<file path="src/rtl/ipd_controller.sv">
// Inter-packet-delay run controller: gates upstream traffic per run, counts packets,
// applies configuration only between packets and sequences a soft-reset pulse.
module ipd_controller #(
    parameter int C_S_AXI_DATA_WIDTH = 32,
    parameter int RST_PULSE_CYCLES   = 4
) (
    input  logic                          axi_aclk,
    input  logic                          axi_aresetn,
    input  logic                          cfg_ipd_en,
    input  logic                          cfg_use_reg_val,
    input  logic [C_S_AXI_DATA_WIDTH-1:0] cfg_delay,
    input  logic [C_S_AXI_DATA_WIDTH-1:0] cfg_pkt_limit,
    input  logic                          cfg_update,
    input  logic                          cfg_start,
    input  logic                          cfg_stop,
    input  logic                          cfg_sw_rst_req,
    input  logic                          mon_tvalid,
    input  logic                          mon_tready,
    input  logic                          mon_tlast,
    output logic                          tx_gate,
    output logic                          ipd_en,
    output logic                          use_reg_val,
    output logic [C_S_AXI_DATA_WIDTH-1:0] delay_reg_val,
    output logic                          sw_rst,
    output logic [C_S_AXI_DATA_WIDTH-1:0] pkt_count,
    output logic                          busy,
    output logic                          done
);

    localparam int         W        = C_S_AXI_DATA_WIDTH;
    localparam logic [7:0] RST_LAST = 8'(RST_PULSE_CYCLES - 1);

    typedef enum logic [1:0] {
        ST_IDLE     = 2'd0,
        ST_RUN      = 2'd1,
        ST_STOPPING = 2'd2,
        ST_RESET    = 2'd3
    } state_t;

    state_t         state_r, next_state_s;
    logic [7:0]     rst_cnt_r, rst_cnt_s;
    logic           in_pkt_r;
    logic           upd_pend_r, upd_pend_s, upd_req_s;
    logic           rst_pend_r, rst_pend_s;
    logic           shadow_en_r, shadow_use_r;
    logic [W-1:0]   shadow_delay_r;
    logic           eff_en_s, eff_use_s;
    logic [W-1:0]   eff_delay_s;
    logic           beat_s, eop_s, boundary_s, limit_hit_s;
    logic           apply_s, done_s;
    logic [W-1:0]   cnt_inc_s, count_s;

    assign beat_s     = mon_tvalid & mon_tready;
    assign eop_s      = beat_s & mon_tlast;
    assign boundary_s = eop_s | (~in_pkt_r & ~beat_s);

    // A same-cycle cfg_update is visible to any transfer made on that edge
    assign eff_en_s    = cfg_update ? cfg_ipd_en      : shadow_en_r;
    assign eff_use_s   = cfg_update ? cfg_use_reg_val : shadow_use_r;
    assign eff_delay_s = cfg_update ? cfg_delay       : shadow_delay_r;
    assign upd_req_s   = upd_pend_r | cfg_update;

    assign cnt_inc_s   = (&pkt_count) ? pkt_count : (pkt_count + W'(1));
    assign limit_hit_s = eop_s & (cfg_pkt_limit != {W{1'b0}}) & (cnt_inc_s == cfg_pkt_limit);

    assign upd_pend_s  = (apply_s | (next_state_s == ST_RESET) | (state_r == ST_RESET)) ? 1'b0 : upd_req_s;

    // Next-state, run-end decisions and counter updates
    always_comb begin
        next_state_s = state_r;
        rst_cnt_s    = 8'd0;
        rst_pend_s   = rst_pend_r;
        apply_s      = 1'b0;
        done_s       = 1'b0;
        count_s      = pkt_count;
        case (state_r)
            ST_IDLE: begin
                rst_pend_s = 1'b0;
                apply_s    = upd_req_s | (cfg_start & ~cfg_sw_rst_req);
                if (cfg_sw_rst_req) begin
                    next_state_s = ST_RESET;
                    count_s      = {W{1'b0}};
                end else if (cfg_start) begin
                    next_state_s = ST_RUN;
                    count_s      = {W{1'b0}};
                end else begin
                    next_state_s = ST_IDLE;
                end
            end
            ST_RUN: begin
                apply_s = upd_req_s & boundary_s;
                count_s = eop_s ? cnt_inc_s : pkt_count;
                if (cfg_sw_rst_req) begin
                    if (boundary_s) begin
                        next_state_s = ST_RESET;
                        count_s      = {W{1'b0}};
                        rst_pend_s   = 1'b0;
                    end else begin
                        next_state_s = ST_STOPPING;
                        rst_pend_s   = 1'b1;
                    end
                end else if (cfg_stop) begin
                    if (boundary_s) begin
                        next_state_s = ST_IDLE;
                        done_s       = 1'b1;
                    end else begin
                        next_state_s = ST_STOPPING;
                    end
                end else if (limit_hit_s) begin
                    next_state_s = ST_IDLE;
                    done_s       = 1'b1;
                end else begin
                    next_state_s = ST_RUN;
                end
            end
            ST_STOPPING: begin
                apply_s = upd_req_s & boundary_s;
                if (eop_s) begin
                    if (rst_pend_r | cfg_sw_rst_req) begin
                        next_state_s = ST_RESET;
                        count_s      = {W{1'b0}};
                        rst_pend_s   = 1'b0;
                    end else begin
                        next_state_s = ST_IDLE;
                        count_s      = cnt_inc_s;
                        done_s       = 1'b1;
                    end
                end else begin
                    next_state_s = ST_STOPPING;
                    rst_pend_s   = rst_pend_r | cfg_sw_rst_req;
                end
            end
            ST_RESET: begin
                rst_pend_s = 1'b0;
                count_s    = {W{1'b0}};
                if (rst_cnt_r == RST_LAST) begin
                    next_state_s = ST_IDLE;
                end else begin
                    next_state_s = ST_RESET;
                    rst_cnt_s    = rst_cnt_r + 8'd1;
                end
            end
            default: begin
                next_state_s = ST_IDLE;
            end
        endcase
    end

    // State, packet tracking, shadow/applied configuration and registered outputs
    always_ff @(posedge axi_aclk or negedge axi_aresetn) begin
        if (!axi_aresetn) begin
            state_r        <= ST_IDLE;
            rst_cnt_r      <= 8'd0;
            in_pkt_r       <= 1'b0;
            upd_pend_r     <= 1'b0;
            rst_pend_r     <= 1'b0;
            shadow_en_r    <= 1'b0;
            shadow_use_r   <= 1'b0;
            shadow_delay_r <= {W{1'b0}};
            ipd_en         <= 1'b0;
            use_reg_val    <= 1'b0;
            delay_reg_val  <= {W{1'b0}};
            pkt_count      <= {W{1'b0}};
            tx_gate        <= 1'b0;
            busy           <= 1'b0;
            sw_rst         <= 1'b0;
            done           <= 1'b0;
        end else begin
            state_r    <= next_state_s;
            rst_cnt_r  <= rst_cnt_s;
            in_pkt_r   <= eop_s ? 1'b0 : (beat_s ? 1'b1 : in_pkt_r);
            upd_pend_r <= upd_pend_s;
            rst_pend_r <= rst_pend_s;
            if (cfg_update) begin
                shadow_en_r    <= cfg_ipd_en;
                shadow_use_r   <= cfg_use_reg_val;
                shadow_delay_r <= cfg_delay;
            end
            if (apply_s) begin
                ipd_en        <= eff_en_s;
                use_reg_val   <= eff_use_s;
                delay_reg_val <= eff_delay_s;
            end
            pkt_count <= count_s;
            tx_gate   <= (next_state_s == ST_RUN) | (next_state_s == ST_STOPPING);
            busy      <= (next_state_s != ST_IDLE);
            sw_rst    <= (next_state_s == ST_RESET);
            done      <= done_s;
        end
    end

endmodule

</file>
<file path="config.mk">
export PLATFORM = sky130hd
export DESIGN_NAME = ipd_controller
export DESIGN_NICKNAME = d
export VERILOG_FILES = /design/src/rtl/ipd_controller.sv
export SDC_FILE = /design/constraint.sdc
export NUM_CORES = 1
export LEC_CHECK = 0
export ABC_CLOCK_PERIOD_IN_PS = 8000
export BUFFER_PORTS_ARGS = -buffer_cell sky130_fd_sc_hd__buf_2
export CORE_MARGIN = 2
export CORE_UTILIZATION = 25
export DETAILED_ROUTE_END_ITERATION = 10
export PLACE_DENSITY = 0.51
export SLEW_MARGIN = 10
export SYNTH_ARGS = -nofsm -noshare
export SYNTH_HDL_FRONTEND = slang
export SYNTH_SLANG_ARGS = --single-unit
</file>
<file path="constraint.sdc">
create_clock -name axi_aclk -period 8 [get_ports axi_aclk]
set_input_delay 0.4 -clock axi_aclk [delete_from_list [all_inputs] [get_ports axi_aclk]]
set_output_delay 0.4 -clock axi_aclk [all_outputs]
set_load 0.05 [all_outputs]
</file>
==> results.sh <==
export IMPL_multi_input_area_mm2=0.00342
export IMPL_pwr_share_comb_pct=40.8
export IMPL_place_area_mm2=0.00760
export IMPL_grt_pass1_vias=5738
export IMPL_clock_sinks=117
export IMPL_tightest_slew_ns=0.894
export IMPL_crit_buf_inv=0
export IMPL_rows=59
export IMPL_powerDensity_mw_per_mm2=315
export IMPL_worst_r2r_path_depth=11
export IMPL_final_area_mm2=0.00816
export IMPL_cts_root_buf="clkbuf_16"
export IMPL_cts_hold_buf=0
export IMPL_hold_path_class="primary input to async pin"
export IMPL_synth_distinct_cells=54
export IMPL_clkPwrFrac_pct=28.5
export IMPL_worst_r2r_endpoint="upd_pend_r$_DFF_PN0_"
export IMPL_critPathMaxFanout=17
export IMPL_antenna_cells=0
export IMPL_max_freq_ghz=0.208
export IMPL_grt_usage_pct=16.5
export IMPL_regToRegStartpoint="pkt_count[10]$_DFFE_PN0P_"
export IMPL_synthArstFlopShare_pct=100
export IMPL_grt_start_max_net_pins=67
export IMPL_drv_cap=0
export IMPL_clkTransAtPathRegs_ns=0.06
export IMPL_p_int_w=0.00148
export IMPL_grt_pass1_wl_um=35300
export IMPL_grt_overflow=0
export IMPL_synth_top_family_by_area="simple AND/OR/NAND/NOR gates"
export IMPL_cts_tree="done"
export IMPL_synth_xor_area_share_pct=6.29
export IMPL_ys_ff_latch=117
export IMPL_finalPower_w=0.00257
export IMPL_gp_congestion=0.958
export IMPL_period_share_pct=60.1
export IMPL_syn_nets=743
export IMPL_synth_compound_area_share_pct=13.4
export IMPL_finalCriticalPeriod_ns=4.81
export IMPL_worstSetupPathType="register to register"
export IMPL_postSynthAreaPerCell_um2=9.91
export IMPL_dieArea_mm2=0.0275
export IMPL_max_slew_margin_pct=40.4
export IMPL_area_delta_synth_final_pct=24.7
export IMPL_cp_top_family="simple AND/OR/NAND/NOR gates"
export IMPL_regToRegSetupSlack_ns=3.19
export IMPL_synthMuxAreaShare_pct=12.4
export IMPL_vias_per_cell=5.14
export IMPL_cts_setup_buffers=0
export IMPL_io_pins=145
export IMPL_layout_drive_gt1_share_pct=32.4
export IMPL_core_mm2=0.0258
export IMPL_ys_seq_area_share_pct=44.8
export IMPL_firstDrtPassIters=6
export IMPL_endpoint="upd_pend_r$_DFF_PN0_"
export IMPL_antenna_found_initial=0
export IMPL_cp_slowest_cell="or4_1"
export IMPL_switching_power_w=0.00109
export IMPL_initial_core_util_pct=25.3
export IMPL_report_final_slew_viol_count=0
export IMPL_synthCells=660
export IMPL_final_cell_mix="buf_2 (143), dfrtp_1 (117), mux2_2 (70)"
export IMPL_finish_utilization_pct=31.6
export IMPL_finalClockSkew_ns=0.0145
export IMPL_drtIter0Drc=532
export IMPL_setup_viol=0
export IMPL_synth_area_leaders="dfrtp_1 (45%), mux2_2 (12%), xnor2_1 (4.6%)"
export IMPL_p_leak_nw=3.46
export IMPL_status="finished, final reports clean"
export IMPL_yosys_warnings=0
export IMPL_yosys_area_share_simple_pct=18.5
export IMPL_syn_area_mm2=0.00654
export IMPL_critPathMaxStageDelay_ns=0.79
export IMPL_final_nets=875
export IMPL_grt_setup_unrepaired="no"
export IMPL_crit_path_end_kind="register"
export IMPL_die_h_um=166
export IMPL_dieWidth_um=166
export IMPL_arrival_ns=5.13
export IMPL_ys_flop_type="dfrtp_1"
export IMPL_wl_per_cell_um=19.9
export IMPL_antenna_left=0
export IMPL_seqCellArea_mm2=0.00293
export IMPL_drcViolationCount=0
export IMPL_sw_frac_of_total_pct=42.3
export IMPL_cp_required_ns=8.32
export IMPL_ir_worst_vdd_mv=0.197
export IMPL_routed_wl_um=22700
export IMPL_port_buffer_count=144
export IMPL_hold_viol=0
export IMPL_cts_max_path_buffers=2
export IMPL_cts_htree_levels=4
export IMPL_netlist_top_cell_by_area="dfrtp_1"
export IMPL_clk_latency_ns=0.42
export IMPL_seq_power_share_pct=30.7
export IMPL_worst_setup_path_start_kind="register"
export IMPL_numCtsBuffers=17
export IMPL_synth_edf_count=0
export IMPL_yosysTopAreaCellShare_pct=44.8
export IMPL_crit_chain="nand4_1, or4_1, or3_1, or4_4, a221oi_2, nand4_1, or3_1, o21ai_1, a21oi_1, ha_1, nor4_1"
export IMPL_hpwl_um=16700
export IMPL_final_common_cell="buf_2"
export IMPL_startpoint="pkt_count[10]$_DFFE_PN0P_"
export IMPL_cts_resized=0
export IMPL_vias=5859
export IMPL_crit_cells=11
export IMPL_hold_ws_ns=0.0895
export IMPL_tns_ns=0
export IMPL_yosys_area_share_adder_pct=1.53
export IMPL_fill_cells=2728
power by group through the flow:
stage	registers (W)	logic, W	clock network, W
global route	0.000806	0.00112	0.000775
finish	0.000789	0.00105	0.000730
detailed placement	0.000800	0.00105	0
floorplan	0.00114	0.000413	0
CTS	0.000789	0.00105	0.000752
global placement	0.000794	0.00105	0
cells in the mapped netlist (all sizes together) (5+ instances only):
cell type and count:
nand4 25, o31ai 13, or4 8, nor3b 5
nor2b 7, ha 8, nand2 50, and3 15
mux2 70, nor3 9, nand3 23, buf 7
a311oi 5, a21oi 25, a21o 5, xnor2 34
clkbuf 34, and2 8, a31oi 11, nor4 22
xor2 13, and4 6, nor2 36, inv 10
dfrtp 117, o21ai 46
metal layers:
metal / wire length (um) / GRT usage (%) / share of wire (%)
met5: 0 / 0 / 0
met4: 384 / 4.95 / 1.7
met3: 1720 / 3.74 / 7.6
met2: 10100 / 25.4 / 44
met1: 10500 / 23.0 / 46
cell type report:
class | count | share of cell area, %
sequential | 117 | 35.9
tap | 335 | 5.14
timing repair buffer | 154 | 9.79
multi-input combinational | 492 | 41.9
clock buffer | 18 | 5.26
clock inverter | 14 | 1.56
inverter | 10 | 0.460
sequential cells by signal (all words and copies together), names as in the netlist, 2 cells and up:
register,cells
shadow_delay_r,32
delay_reg_val,32
pkt_count,32
state_r,2
rst_cnt_r,8
kinds of logic after synthesis:
logic type,after synthesis
fa+ha+maj,8
buf+inv,51
flops,117
mux,72
xor+xnor,47
compound gates,137
simple gates,228
worst min path at each step:
| stage | endpoint | slack (ns) | cells past startpoint |
|---|---|---|---|
| floorplan | busy$_DFF_PN0_ | 0.10 | 0 |
| global route | shadow_delay_r[26]$_DFF_PN0_ | 0.16 | 1 |
| finish | shadow_delay_r[26]$_DFF_PN0_ | 0.09 | 1 |
| CTS | shadow_delay_r[26]$_DFF_PN0_ | 0.14 | 1 |
| detailed placement | rst_cnt_r[0]$_DFF_PN0_ | 0.48 | 1 |
| global placement | rst_cnt_r[0]$_DFF_PN0_ | 0.47 | 1 |
stage by stage:
step | cells | setup WS, ns
after global routing | 1140 | 2.95
final | 1140 | 3.19
after global placement | 1108 | 3.27
after CTS | 1140 | 3.18
after detailed placement | 1108 | 3.20
after floorplan | 660 | 3.84
Note: power is estimated with default switching activity, not from simulation.
